### src/rtl/tca9539_port_if.sv
// Pin-side bundle of the TCA9539 expander: register-file inputs, pad levels,
// pin drive, input-port values and the interrupt line.
interface tca9539_port_if;
  logic [15:0] pin_in;
  logic [15:0] pin_out;
  logic [15:0] pin_oe;
  logic [7:0]  output_port_0;
  logic [7:0]  output_port_1;
  logic [7:0]  polarity_inversion_port_0;
  logic [7:0]  polarity_inversion_port_1;
  logic [7:0]  configuration_port_0;
  logic [7:0]  configuration_port_1;
  logic        rd_input_0;
  logic        rd_input_1;
  logic [7:0]  input_port_0;
  logic [7:0]  input_port_1;
  logic        int_n;

  // Register file / pad side: supplies registers, strobes and pad levels.
  modport master (
    output pin_in,
    output output_port_0, output_port_1,
    output polarity_inversion_port_0, polarity_inversion_port_1,
    output configuration_port_0, configuration_port_1,
    output rd_input_0, rd_input_1,
    input  pin_out, pin_oe,
    input  input_port_0, input_port_1,
    input  int_n
  );

  // Port logic side.
  modport slave (
    input  pin_in,
    input  output_port_0, output_port_1,
    input  polarity_inversion_port_0, polarity_inversion_port_1,
    input  configuration_port_0, configuration_port_1,
    input  rd_input_0, rd_input_1,
    output pin_out, pin_oe,
    output input_port_0, input_port_1,
    output int_n
  );
endinterface

### src/rtl/tca9539_port_logic.sv
// TCA9539 pin-side stage: drives the GPIO pins from the output/config
// registers, synchronises and filters the pad levels into the input-port
// registers, and raises the active-low interrupt with clear-on-read.
module tca9539_port_logic #(
  parameter int SYNC_STAGES = 2,
  parameter int FILTER_LEN  = 3
) (
  input logic           clk,
  input logic           rst,
  tca9539_port_if.slave bus
);

  localparam int CNT_W = (FILTER_LEN > 1) ? $clog2(FILTER_LEN) : 1;
  localparam logic [CNT_W-1:0] CNT_MAX = CNT_W'(FILTER_LEN - 1);
  localparam logic [CNT_W-1:0] CNT_ONE = CNT_W'(1);

  logic [15:0]      sync_q [SYNC_STAGES];
  logic [15:0]      s_vec;
  logic [15:0]      s_prev_q;
  logic             stable_s;
  logic [CNT_W-1:0] cnt_q, cnt_d;
  logic [15:0]      pin_filt_q, pin_filt_d;
  logic [15:0]      snap_q, snap_d;
  logic [15:0]      prev_cfg_q;
  logic [15:0]      cfg_s;
  logic [15:0]      rise_s;
  logic [15:0]      rd_mask_s;
  logic [15:0]      pend_s;
  logic [7:0]       input_port_0_q, input_port_1_q;
  logic [15:0]      pin_out_q, pin_oe_q;
  logic             int_n_q;

  assign s_vec     = sync_q[SYNC_STAGES-1];
  assign cfg_s     = {bus.configuration_port_1, bus.configuration_port_0};
  assign rise_s    = cfg_s & ~prev_cfg_q;
  assign rd_mask_s = {{8{bus.rd_input_1}}, {8{bus.rd_input_0}}};

  // Pad synchroniser chain; stage 0 samples the asynchronous pad levels.
  always_ff @(posedge clk) begin
    if (rst) begin
      for (int i = 0; i < SYNC_STAGES; i++) begin
        sync_q[i] <= 16'hFFFF;
      end
    end else begin
      sync_q[0] <= bus.pin_in;
      for (int i = 1; i < SYNC_STAGES; i++) begin
        sync_q[i] <= sync_q[i-1];
      end
    end
  end

  // Whole-vector filter: a new vector is accepted only after it has held
  // steady across FILTER_LEN consecutive sample-to-sample comparisons.
  always_comb begin
    stable_s   = (s_vec == s_prev_q);
    cnt_d      = '0;
    pin_filt_d = pin_filt_q;
    if (stable_s) begin
      if (cnt_q == CNT_MAX) begin
        cnt_d      = cnt_q;
        pin_filt_d = s_vec;
      end else begin
        cnt_d      = cnt_q + CNT_ONE;
        pin_filt_d = pin_filt_q;
      end
    end else begin
      cnt_d      = '0;
      pin_filt_d = pin_filt_q;
    end
  end

  // Snapshot capture: a 0->1 config change re-baselines the bit (wins over a
  // read strobe); a read strobe re-baselines its whole byte. Both capture the
  // pre-update filtered level. The interrupt compares against this next
  // snapshot so a capture never produces a one-cycle spurious assertion.
  always_comb begin
    snap_d = snap_q;
    for (int i = 0; i < 16; i++) begin
      if (rise_s[i]) begin
        snap_d[i] = pin_filt_q[i];
      end else if (rd_mask_s[i]) begin
        snap_d[i] = pin_filt_q[i];
      end else begin
        snap_d[i] = snap_q[i];
      end
    end
    pend_s = cfg_s & (pin_filt_q ^ snap_d);
  end

  // Filter, snapshot, interrupt, input-port and pin-drive registers.
  always_ff @(posedge clk) begin
    if (rst) begin
      s_prev_q       <= 16'hFFFF;
      cnt_q          <= '0;
      pin_filt_q     <= 16'hFFFF;
      snap_q         <= 16'hFFFF;
      prev_cfg_q     <= 16'hFFFF;
      input_port_0_q <= 8'hFF;
      input_port_1_q <= 8'hFF;
      pin_out_q      <= 16'hFFFF;
      pin_oe_q       <= 16'h0000;
      int_n_q        <= 1'b1;
    end else begin
      s_prev_q       <= s_vec;
      cnt_q          <= cnt_d;
      pin_filt_q     <= pin_filt_d;
      snap_q         <= snap_d;
      prev_cfg_q     <= cfg_s;
      input_port_0_q <= pin_filt_q[7:0]  ^ bus.polarity_inversion_port_0;
      input_port_1_q <= pin_filt_q[15:8] ^ bus.polarity_inversion_port_1;
      pin_out_q      <= {bus.output_port_1, bus.output_port_0};
      pin_oe_q       <= ~cfg_s;
      int_n_q        <= ~(|pend_s);
    end
  end

  assign bus.input_port_0 = input_port_0_q;
  assign bus.input_port_1 = input_port_1_q;
  assign bus.pin_out      = pin_out_q;
  assign bus.pin_oe       = pin_oe_q;
  assign bus.int_n        = int_n_q;

endmodule

### src/flat_wrapper.sv
// flat-port wrapper written by rule: the top's interface ports become plain ports
module tca9539_port_logic_flat 
#(
  parameter int SYNC_STAGES = 2,
  parameter int FILTER_LEN  = 3
)
  (clk, rst, bus_pin_in, bus_output_port_0, bus_output_port_1, bus_polarity_inversion_port_0, bus_polarity_inversion_port_1, bus_configuration_port_0, bus_configuration_port_1, bus_rd_input_0, bus_rd_input_1, bus_pin_out, bus_pin_oe, bus_input_port_0, bus_input_port_1, bus_int_n);
  tca9539_port_if bus_i ();
  input logic clk;
  input logic rst;
  input wire logic [$bits(bus_i.pin_in)-1:0] bus_pin_in;
  input wire logic [$bits(bus_i.output_port_0)-1:0] bus_output_port_0;
  input wire logic [$bits(bus_i.output_port_1)-1:0] bus_output_port_1;
  input wire logic [$bits(bus_i.polarity_inversion_port_0)-1:0] bus_polarity_inversion_port_0;
  input wire logic [$bits(bus_i.polarity_inversion_port_1)-1:0] bus_polarity_inversion_port_1;
  input wire logic [$bits(bus_i.configuration_port_0)-1:0] bus_configuration_port_0;
  input wire logic [$bits(bus_i.configuration_port_1)-1:0] bus_configuration_port_1;
  input wire logic [$bits(bus_i.rd_input_0)-1:0] bus_rd_input_0;
  input wire logic [$bits(bus_i.rd_input_1)-1:0] bus_rd_input_1;
  output wire logic [$bits(bus_i.pin_out)-1:0] bus_pin_out;
  output wire logic [$bits(bus_i.pin_oe)-1:0] bus_pin_oe;
  output wire logic [$bits(bus_i.input_port_0)-1:0] bus_input_port_0;
  output wire logic [$bits(bus_i.input_port_1)-1:0] bus_input_port_1;
  output wire logic [$bits(bus_i.int_n)-1:0] bus_int_n;
  assign bus_i.pin_in = bus_pin_in;
  assign bus_i.output_port_0 = bus_output_port_0;
  assign bus_i.output_port_1 = bus_output_port_1;
  assign bus_i.polarity_inversion_port_0 = bus_polarity_inversion_port_0;
  assign bus_i.polarity_inversion_port_1 = bus_polarity_inversion_port_1;
  assign bus_i.configuration_port_0 = bus_configuration_port_0;
  assign bus_i.configuration_port_1 = bus_configuration_port_1;
  assign bus_i.rd_input_0 = bus_rd_input_0;
  assign bus_i.rd_input_1 = bus_rd_input_1;
  assign bus_pin_out = bus_i.pin_out;
  assign bus_pin_oe = bus_i.pin_oe;
  assign bus_input_port_0 = bus_i.input_port_0;
  assign bus_input_port_1 = bus_i.input_port_1;
  assign bus_int_n = bus_i.int_n;
  tca9539_port_logic #(.SYNC_STAGES(SYNC_STAGES), .FILTER_LEN(FILTER_LEN)) u_core (.clk(clk), .rst(rst), .bus(bus_i));
endmodule
### config.mk
export PLATFORM = sky130hd
export DESIGN_NAME = tca9539_port_logic_flat
export DESIGN_NICKNAME = d
export VERILOG_FILES = /design/src/rtl/tca9539_port_if.sv /design/src/rtl/tca9539_port_logic.sv /design/src/flat_wrapper.sv
export SDC_FILE = /design/constraint.sdc
export NUM_CORES = 1
export LEC_CHECK = 0
export BUFFER_PORTS_ARGS = -buffer_cell sky130_fd_sc_hd__clkbuf_2
export CORE_MARGIN = 4
export CORE_UTILIZATION = 50
export DETAILED_ROUTE_END_ITERATION = 8
export HOLD_SLACK_MARGIN = 0.12
export PLACE_DENSITY = 0.78
export SLEW_MARGIN = 40
export SYNTH_ARGS = -nofsm -noshare
export SYNTH_HDL_FRONTEND = slang
export SYNTH_SLANG_ARGS = --single-unit
### constraint.sdc
create_clock -name clk -period 1.96 [get_ports clk]
set_input_delay 0.098 -clock clk [delete_from_list [all_inputs] [get_ports clk]]
set_output_delay 0.098 -clock clk [all_outputs]
set_load 0.05 [all_outputs]
== After elaboration in Yosys (flattened, before gate mapping) ==
Memories as Yosys holds them, arrays and structs flattened.
Cells that the tools add are included.

* Mux-type cells: 37
* Div/mod/pow operators: 0
* $add $sub $neg: 1
* Shift-type cells: 0
* Equality and inequality tests: 2
* Multiply operators: 0
* Reductions and logical operators: 3
* $lt $le $gt $ge: 0
* Bitwise gates (word level): 11

{| class="wikitable"
|+ Operators by type and width
! operator !! count
|-
| $mux 1 || 35
|-
| $and 16x16->16 || 2
|-
| $mux 16 || 2
|-
| $not 16->16 || 2
|-
| $eq 16x16->1 || 1
|-
| $reduce_or 16->1 || 1
|-
| $xor 16x16->16 || 1
|-
| $xor 8x8->8 || 2
|-
| $add 2x1->2 const B || 1
|-
| $eq 2x2->1 const B || 1
|-
| $not 1->1 || 2
|-
| $or 1x1->1 || 2
|-
| $reduce_and 2->1 || 1
|-
| $reduce_or 2->1 || 1
|}

* Bits in read-only memories: 0
* Register bits after elaboration: 115
* Word-level logic and storage cells: 65
* Memories: 1
* Bits in writable memories: 32
* Latch bits: 0
* Output and inout port bits: 49

{| class="wikitable"
|+ Memories
! name !! words !! bits a word !! rd ports !! clocked after memory_dff !! write ports !! RTL line !! RTL
|-
| u_core.sync_q || 2 || 16 || 2 || 0 || 2 || tca9539_port_logic.sv:17 || <nowiki>logic [15:0] sync_q [SYNC_STAGES];</nowiki>
|}

== Logic depth before layout (Yosys ltp) ==
Gate-level depths: netlist (run 1).

* Word-level depth: 7
* Depth in mapped cells: 6

== Least setup slack after synthesis (run 1) ==
OpenSTA, ideal clock, no wires.

* Path type: reg-to-reg
* Start point: mem u_core.sync_q[1][14] (netlist: u_core.sync_q[0][30])
* End point: reg u_core.pin_filt_q[10]
* Required time: 1.839 ns
* Setup time: 0.121 ns
* Setup slack: 0.497 ns
* Arrival time: 1.342 ns
* Stages on the path, launching flop included: 7
* Path through: dfxtp_1 xnor2_1 nand4_1 nor4_2 nand2_2 buf_6 mux2i_1

{| class="wikitable"
|+ RTL lines
! what !! RTL line !! RTL
|-
| start: declaration || tca9539_port_logic.sv:17 ||
|-
| end signal: assignment || tca9539_port_logic.sv:106 || <nowiki>pin_filt_q <= pin_filt_d;</nowiki>
|-
| end: declaration || tca9539_port_logic.sv:22 || <nowiki>logic [15:0] pin_filt_q, pin_filt_d;</nowiki>
|}

==> flow_results.org, run 1 <==
** Synthesis
- Ranked by total cell area, the synthesized netlist is headed by dfxtp_1, or2_2, mux2i_1.
- After synthesis, the share of flip-flops with an asynchronous set or reset is 0%.
- Top post-synthesis cells by count :: dfxtp_1, or2_2, inv_1
- EDFF count, synth :: 0
- dfxtp_1 is the most common cell in the netlist.
- After synthesis, the mean cell area works out to 10.4 um2.
- Share of the synthesized area in the top cell type :: 59.4%
- The synthesized design spends more area on one cell type than any other, namely dfxtp_1.
- The Yosys step of the flow raised 0 warnings.
- For this run, the leading register cell type out of synthesis is dfxtp_1.
- Sequential elements use 59.4% of the synthesized area.
- Netlist area before placement :: 4960 um2
- Flip-flop and latch count after synthesis :: around 150
- Counting distinct cell types in the post-synthesis netlist gives 23.
- In the synthesized netlist, the number of instances is 477.
- Synthesis produced a netlist with a net count of roughly 550.

** Pwr
- Total power of the final layout :: 0.00667 W
- Per report_power, the clock group accounts for 43.2% of the total.
- Lkg Pwr :: 3.19 nW
- Power per cell area :: approximately 960 nW/um2
- In this run the power spent charging and discharging nets is 0.00161 W.
- Sequential cells burn 47.1% of the power.
- Internal power comes to 0.00506 W.
- Logic pwr share :: between 9 and 10%
- Switching Fraction :: 24.2%
- The worst-case IR drop observed on VDD is 0.574 mV.

** Die
- Die area :: between 10,000 and 15,000 um2
- Floorplan row count :: 36
- Standard cell core area :: 9730 um2
- Pin placement for this block handled 117 I/O pins.
- Die boundary height :: 108 um
- The initial utilization of the core area, before any placement, comes to 50.9%.
- The die is 108 um wide.

** Worst setup path
- Category of the worst setup path capture point :: flip-flop
- Endpoint arrival time on the critical path :: 2.12 ns
- CP required :: between 2 and 2.5 ns
- Critical-path maximum fanout :: 16
- By startpoint and endpoint, the worst setup path is classified as reg2reg.
- Type of element launching the critical path :: flip-flop

** Layout
- After filler insertion, the fill cell instance count of the layout stands at about 700.
- Relative to the synthesized area, the layout overhead comes to 39.6%.
- 0 antenna diodes ended up in the layout.
- Layout cell share with drive strength beyond 1 :: 30.1%
- For this run, the post-layout net count is 738.

** Place
- Buffers added on ports :: around 120
- Post-DP HPWL :: 6310 um
- RePlAce Congestion :: 0.827

** Timing
- RSZ-0062 raised after global routing :: no
- The worst path uses 85.9% of the clock period.
- Slew @ Worst Pin :: between 0.4 and 0.5 ns
- Summed over all failing endpoints, the final setup total negative slack is 0 ns.
- Fin. Hold Viols :: 0
- In this run the tightest slew margin relative to its limit is roughly 70%.
- Worst Clk Skew :: 0.0100 ns
- After layout, the minimum clock period comes to 1.68 ns.
- Number of max-slew violations in the final report :: 0
- Setup violations remaining at the end of the flow were counted as 0.
- Derived from the worst setup path, the maximum achievable clock frequency is 0.594 GHz.

** Clock network
- In this run the number of H-tree levels came out at 4.
- After clock tree synthesis, the clock-pin slew on the worst setup and hold paths is 0.06 ns.
- CTS tree :: built
- For this design, the CTS-stage hold fixing added between 70 and 80 buffers.
- The clock reaches the later pin of the worst-skew pair after 0.52 ns.
- Number of sinks handled by clock tree synthesis :: between 100 and 150
- Number of CTS-inserted buffers :: 17
- CTS resizes :: 0
- In this run the deepest clock path goes through 2 buffers.
- Once the clock tree was built, the setup fixing pass inserted 0 buffers.
- Clock tree synthesis selected as its root buffer the cell clkbuf_8.

** Min path
- Tightest Hold Check Type :: in2reg

** Detailed routing
- For this block, the initial DRC count from the detailed router was 85.
- Routed wire length per instance :: roughly 13 um
- Once detail routing completed, the nets flagged for antenna violations numbered 0.
- Via density per instance :: 4.51
- First-pass detailed-route iteration total :: 4
- Detailed routing inserted a total of between 3,000 and 4,000 vias.
- Routed WL :: around 11,000 um
- DR DRC count :: 0

** GRT
- The number of antenna violations at the first check in global routing is 0.
- Entering global routing, the biggest net connects 80 pins.
- Total global routing overflow :: 0
- The via count of the first global-routing pass is 3,862.
- The first global-routing pass estimated 17,600 um of wire.
- Overall global routing resource usage :: 19.5%

** Flow run
- Maxcap violations :: 0

** Run status
- Status :: finished, final reports clean
## registers in the layout (all words and copies together), names as in the netlist
signal,count
u_core.snap_q,16
u_core.cnt_q,2
u_core.pin_filt_q,16
u_core.bus.pin_oe,16
u_core.s_prev_q,16
u_core.bus.pin_out,16
u_core.bus.input_port_1,8
u_core.bus.input_port_0,8
u_core.prev_cfg_q,16
u_core.bus.int_n,1
u_core.sync_q,32
## critical path: stages (launching register included)
cell and delay [ns]:
dfxtp_1 0.32, xnor2_1 0.17, nand4_1 0.14, nor4_2 0.34, nand2_2 0.35, mux2i_1 0.27
## per-layer routing
| layer | GRT usage, % | vias to the layer above | part of all wire (%) |
|---|---|---|---|
| met2 | 33.6 | 133 | 48 |
| li1 | - | 1873 | - |
| met3 | 6.54 | 21 | 7.6 |
| met1 | 22.2 | 1641 | 42 |
| met5 | 0 | - | 0 |
| met4 | 7.94 | 0 | 2.1 |
## final timing paths
kind         slack (ns)                       startpoint                                 to  cells past startpoint
min                0.30                    bus_pin_in[6]     u_core.sync_q[0][6]$_SDFF_PP1_                      3
min reg2reg        0.41  u_core.sync_q[0][13]$_SDFF_PP1_    u_core.sync_q[0][29]$_SDFF_PP1_                      1
max                0.28  u_core.sync_q[0][18]$_SDFF_PP1_  u_core.pin_filt_q[1]$_SDFFE_PP1P_                      5
max reg2reg        0.28  u_core.sync_q[0][18]$_SDFF_PP1_  u_core.pin_filt_q[1]$_SDFFE_PP1P_                      5
## layout by cell type (no fill, tap or decap), types with 6 or more instances in the layout
cell type and instances:
xnor2_1 32, clkbuf_16 16, nor2_1 42, clkinvlp_4 6, xor2_1 17, mux2i_1 32, a21oi_1 23, dlygate4sd3_1 73
nand2b_1 32, clkbuf_2 115, dfxtp_1 147, inv_1 49, or2_2 57, nand3_1 15
## metrics by stage
stage          area [um2]  hold slack, ns  setup WS (ns)  util, %  instances
6_report             6920           0.301          0.277     71.1        814
5_1_grt              6920           0.293          0.125     71.1        814
4_1_cts              6920           0.272          0.212     71.1        814
3_5_place_dp         5650           0.283          0.271     58.1        710
3_3_place_gp         5650           0.280          0.351     58.1        710
2_1_floorplan        4960           0.176          0.497        -        477
## final cells by class
type                            instances  area (um2)  share of cell area, %
Clock buffer                           19         422                   6.10
Clock inverter                         12         111                   1.61
Inverter                               49         184                   2.66
Multi-Input combinational cell        264        1760                   25.4
Sequential cell                       147        2940                   42.5
Tap cell                              133         166                   2.41
Timing Repair Buffer                  190        1330                   19.3
## cells by family (layout without fill, tap and decap cells)
family,after synthesis,after routing,share of synthesized area [%]
compound gates,26,26,2.70
xor+xnor,49,49,8.66
fa+ha+maj,1,1,0.252
buf+inv,66,270,5.15
flops,147,147,59.4
mux,32,32,6.46
simple gates,156,156,17.4
## power groups by stage
stage | clock (W) | combinational, W | sequential [W]
floorplan | 0 | 0.000180 | 0.00339
global placement | 0 | 0.000520 | 0.00320
detailed placement | 0 | 0.000529 | 0.00320
CTS | 0.00291 | 0.000645 | 0.00314
global route | 0.00306 | 0.000699 | 0.00315
finish | 0.00288 | 0.000650 | 0.00314
No activity file was read; power rests on OpenSTA's default activity.
==> run 2, diff against run 1 <==
--- a/config.mk
+++ b/config.mk
@@ -6,4 +6,5 @@
 export NUM_CORES = 1
 export LEC_CHECK = 0
+export ABC_CLOCK_PERIOD_IN_PS = 1960
 export BUFFER_PORTS_ARGS = -buffer_cell sky130_fd_sc_hd__clkbuf_2
 export CORE_MARGIN = 4
==> constraint.sdc (replaced) <==
create_clock -name clk -period 1.96 [get_ports clk]
set_input_delay 0.392 -clock clk [delete_from_list [all_inputs] [get_ports clk]]
set_output_delay 0.392 -clock clk [all_outputs]
set_load 0.05 [all_outputs]
==> run 2 against run 1 <==
Critical path depth did not move. Via count is 1.7% lower. First-iteration DRC count shrank 18%. Combinational power fell by 3%. Clock skew decreased by 0.0032 ns. Global-route usage shrank 0.32 points. Sequential share of layout area grew 0.51 points. Largest cell class unchanged. Largest power group unchanged.
==> flow_results.org, run 2 (synthesis results as in run 1) <==
** Run status
- Status :: finished, final reports clean

** Layout
- Filler Cell Count :: 720 (+3.4%)
- The final cell area excluding filler cells came to 6840 um2 (-1.2%).
- The post-layout utilization of the core was 70.3% (-0.85 points).
- Max FFs per register :: 32 (unchanged)
- Compared with the post-synthesis result, the final layout area differs by 37.9%.
- Ranked by flip-flop count, first place goes to u_core.sync_q.
- Layout cell share with drive strength beyond 1 :: 30.8% (+0.74 points)
- The net total in the final layout is 725 (-1.8%).
- Top library cells by usage in the layout, fill and taps aside :: dfxtp_1, clkbuf_2, dlygate4sd3_1
- The count of antenna diodes in the layout is 0 (unchanged).
- Leaving out fill and tap cells, the most frequent cell in the layout is dfxtp_1.

** Clock network
- Number of CTS-inserted buffers :: 17 (unchanged)
- CTS Root Buffer Type :: clkbuf_8
- The number of buffers on the longest clock path came to 2 (unchanged).
- CTS tree :: built
- Source-to-sink clock delay at the later pin of the worst-skew pair :: 0.51 ns (about the same)
- The total clock sinks came to 147 (unchanged).
- The maximum level of the CTS H-tree was 4 (unchanged).
- Clock-pin slew of the registers on the worst-case setup and hold paths :: 0.06 ns (about the same)
- # Post-CTS Setup Buffers :: 0 (unchanged)

** Timing
- Number of max-slew violations in the final report :: 0 (unchanged)
- The final count of negative-setup-slack endpoints came to 0 (unchanged).
- Post-route setup TNS :: 0 ns (unchanged)
- Highest clock frequency the design can meet :: 0.578 GHz (-2.8%)
- RSZ-0062 raised after global routing :: no
- The final critical-path share of the clock period is 88.3% (+2.5 points).
- The transition time of the tightest slew-check pin is 0.482 ns (+0.00649 ns).
- The headroom to the max-slew limit came to 67.7% (-0.43 points).
- The shortest period the worst path allows was 1.73 ns (+0.0481 ns).
- Worst Clk Skew :: 0.00684 ns (-0.00318 ns)
- Setup WS post-layout :: 0.229 ns (-0.0481 ns)
- Fin. Hold Viols :: 0 (unchanged)

** Die
- Floorplan die width :: 108 um (unchanged)
- The area of the placeable core was 9730 um2 (unchanged).
- Die area :: 11,600 um2 (unchanged)
- The die height came to 108 um (unchanged).
- Floorplan row count :: 36 (unchanged)
- The initial standard-cell utilization of the core is 50.9% (unchanged).
- Top-Level Pins :: 117 (unchanged)

** Detailed routing
- Remaining number of nets flagged by the antenna check after routing :: 0 (unchanged)
- The starting DRC count in detailed routing came to 70 (-18%).
- DR DRC count :: 0 (unchanged)
- The detailed-route vias per instance is 4.50 (-0.15%).
- Routed wire length per instance :: 13.1 um (+0.90%)
- The routed via count came to 3,604 (-1.7%).
- The routed wire length came to 10,500 um (-0.71%).
- First-pass detailed-route iteration total :: 4 (unchanged)

** Worst setup path
- Worst Reg-to-Reg Cells :: 5 (unchanged)
- Start-to-end type of the worst setup path :: reg2reg
- The arrival time of the worst setup path is 2.11 ns (about the same).
- Worst reg2reg setup slack :: 0.23 ns (-0.05 ns)
- Critical register-to-register path endpoint :: u_core.pin_filt_q[4]$_SDFFE_PP1P_
- The top fanout value on the critical path is 16 (unchanged).
- Delay contributed by the slowest stage of the critical path :: 0.37 ns (+0.02 ns)
- In this run the critical register-to-register path is launched from u_core.sync_q[0][18]$_SDFF_PP1_.
- CP required :: 2.34 ns (-0.05 ns)
- The worst setup path is launched from a flip-flop.
- The critical path goes through xnor2_1 -> nand4_1 -> nor4_2 -> nand2_2 -> mux2i_1.
- The slowest stage of the critical path belongs to the cell dfxtp_1.
- STA classifies the critical path endpoint as a flip-flop.

** Min path
- Tightest Hold Check Type :: in2reg
- Endpoint, Worst Hold :: u_core.bus.input_port_0[5]$_SDFF_PP1_
- In this run the most critical hold path is launched from bus_polarity_inversion_port_0[5].
- The instance count along the most critical hold path came to 3 (unchanged).

** GRT
- Largest net degree at the start of global routing :: 97 (+21%)
- Overall global routing resource usage :: 19.2% (-0.32 points)
- The via count of the first global-routing pass is 3,741 (-3.1%).
- The overflow left after global routing was 0 (unchanged).
- Global-route wire length before repair :: 17,200 um (-2.0%)
- The number of antenna violations at the first check in global routing came to 0 (unchanged).

** Place
- The number of I/O port buffers is 116 (unchanged).
- The placement-stage cell area came to 5650 um2 (unchanged).
- The global placer's final weighted congestion is 0.803 (-2.9%).
- The detailed-placement wirelength estimate came to 6440 um (+2.0%).
- The worst setup slack before clock tree synthesis is 0.272 ns (+0.000961 ns).

** Pwr
- The total power consumption of the routed design was 0.00689 W (+3.2%).
- Largest vdd supply drop :: 0.635 mV (+11%)
- Power per cell area :: 1010 nW/um2 (+4.5%)
- The leakage power is 3.16 nW (-0.89%).

** Flow run
- The number of violations of the max-capacitance limit was 0 (unchanged).
-- run 2: cell count changes in the layout (fill, tap and decap cells not counted) --
cell / delta
clkbuf_1: -1
clkinv_4: +2
clkinvlp_4: -3
bufinv_16: +2
clkinv_2: +1
inv_6: -1
dlygate4sd3_1: -13
-- run 2: power by group --
| group | internal [W] | total [W] | switching (W) | leakage [nW] |
|---|---|---|---|---|
| registers | 0.00310 | 0.00314 | 0.0000391 | 1.21 |
| logic | 0.000265 | 0.000631 | 0.000366 | 1.67 |
| clock network | 0.00193 | 0.00312 | 0.00119 | 0.277 |
-- run 2: how the worst max path moves through the flow --
stage / cells past startpoint / from / end
CTS: 5 / u_core.sync_q[0][18]$_SDFF_PP1_ / u_core.pin_filt_q[4]$_SDFFE_PP1P_
detailed placement: 5 / u_core.sync_q[0][21]$_SDFF_PP1_ / u_core.pin_filt_q[4]$_SDFFE_PP1P_
global placement: 5 / u_core.sync_q[0][30]$_SDFF_PP1_ / u_core.pin_filt_q[9]$_SDFFE_PP1P_
finish: 5 / u_core.sync_q[0][18]$_SDFF_PP1_ / u_core.pin_filt_q[4]$_SDFFE_PP1P_
floorplan: 6 / u_core.sync_q[0][30]$_SDFF_PP1_ / u_core.pin_filt_q[10]$_SDFFE_PP1P_
global route: 5 / u_core.sync_q[0][18]$_SDFF_PP1_ / u_core.pin_filt_q[5]$_SDFFE_PP1P_
-- run 2: area by class of cell --
cell class              count  area (um2)  share of cell area (%)
clock buffers              18         418                    6.11
clock inverters            13         163                    2.38
inverters                  49         184                    2.69
multi-input cells         264        1760                    25.7
flip-flops and latches    147        2940                    43.1
well taps                 133         166                    2.43
repair buffers            177        1200                    17.6
-- run 2: critical path: cells and delay by family, from the launching register on --
family                    cells  cell delay (ns)
and+or+nand+nor               3             0.87
DFF                           1             0.37
xor gates and xnor gates      1             0.14
muxes                         1             0.21
-- run 2: timing repair --
item | in CTS | in global routing
resized for setup | 0 | 0
endpoints found under the setup margin | 0 | 0
hold endpoints to repair | 66 | 0
hold buffers | 60 | 0
-- run 2: routing by layer --
metal	GRT usage (%)	vias to the layer above	routed length (um)
met1	22.0	1595	4430
met5	0	-	0
met3	6.30	28	745
met2	32.2	131	5030
met4	9.20	0	284
li1	-	1850	-
-- run 2: metrics by stage --
step | std cells | hold slack (ns)
2_1_floorplan | 477 | 0.389
3_5_place_dp | 710 | 0.394
4_1_cts | 801 | 0.122
3_3_place_gp | 710 | 0.393
6_report | 801 | 0.143
5_1_grt | 801 | 0.131
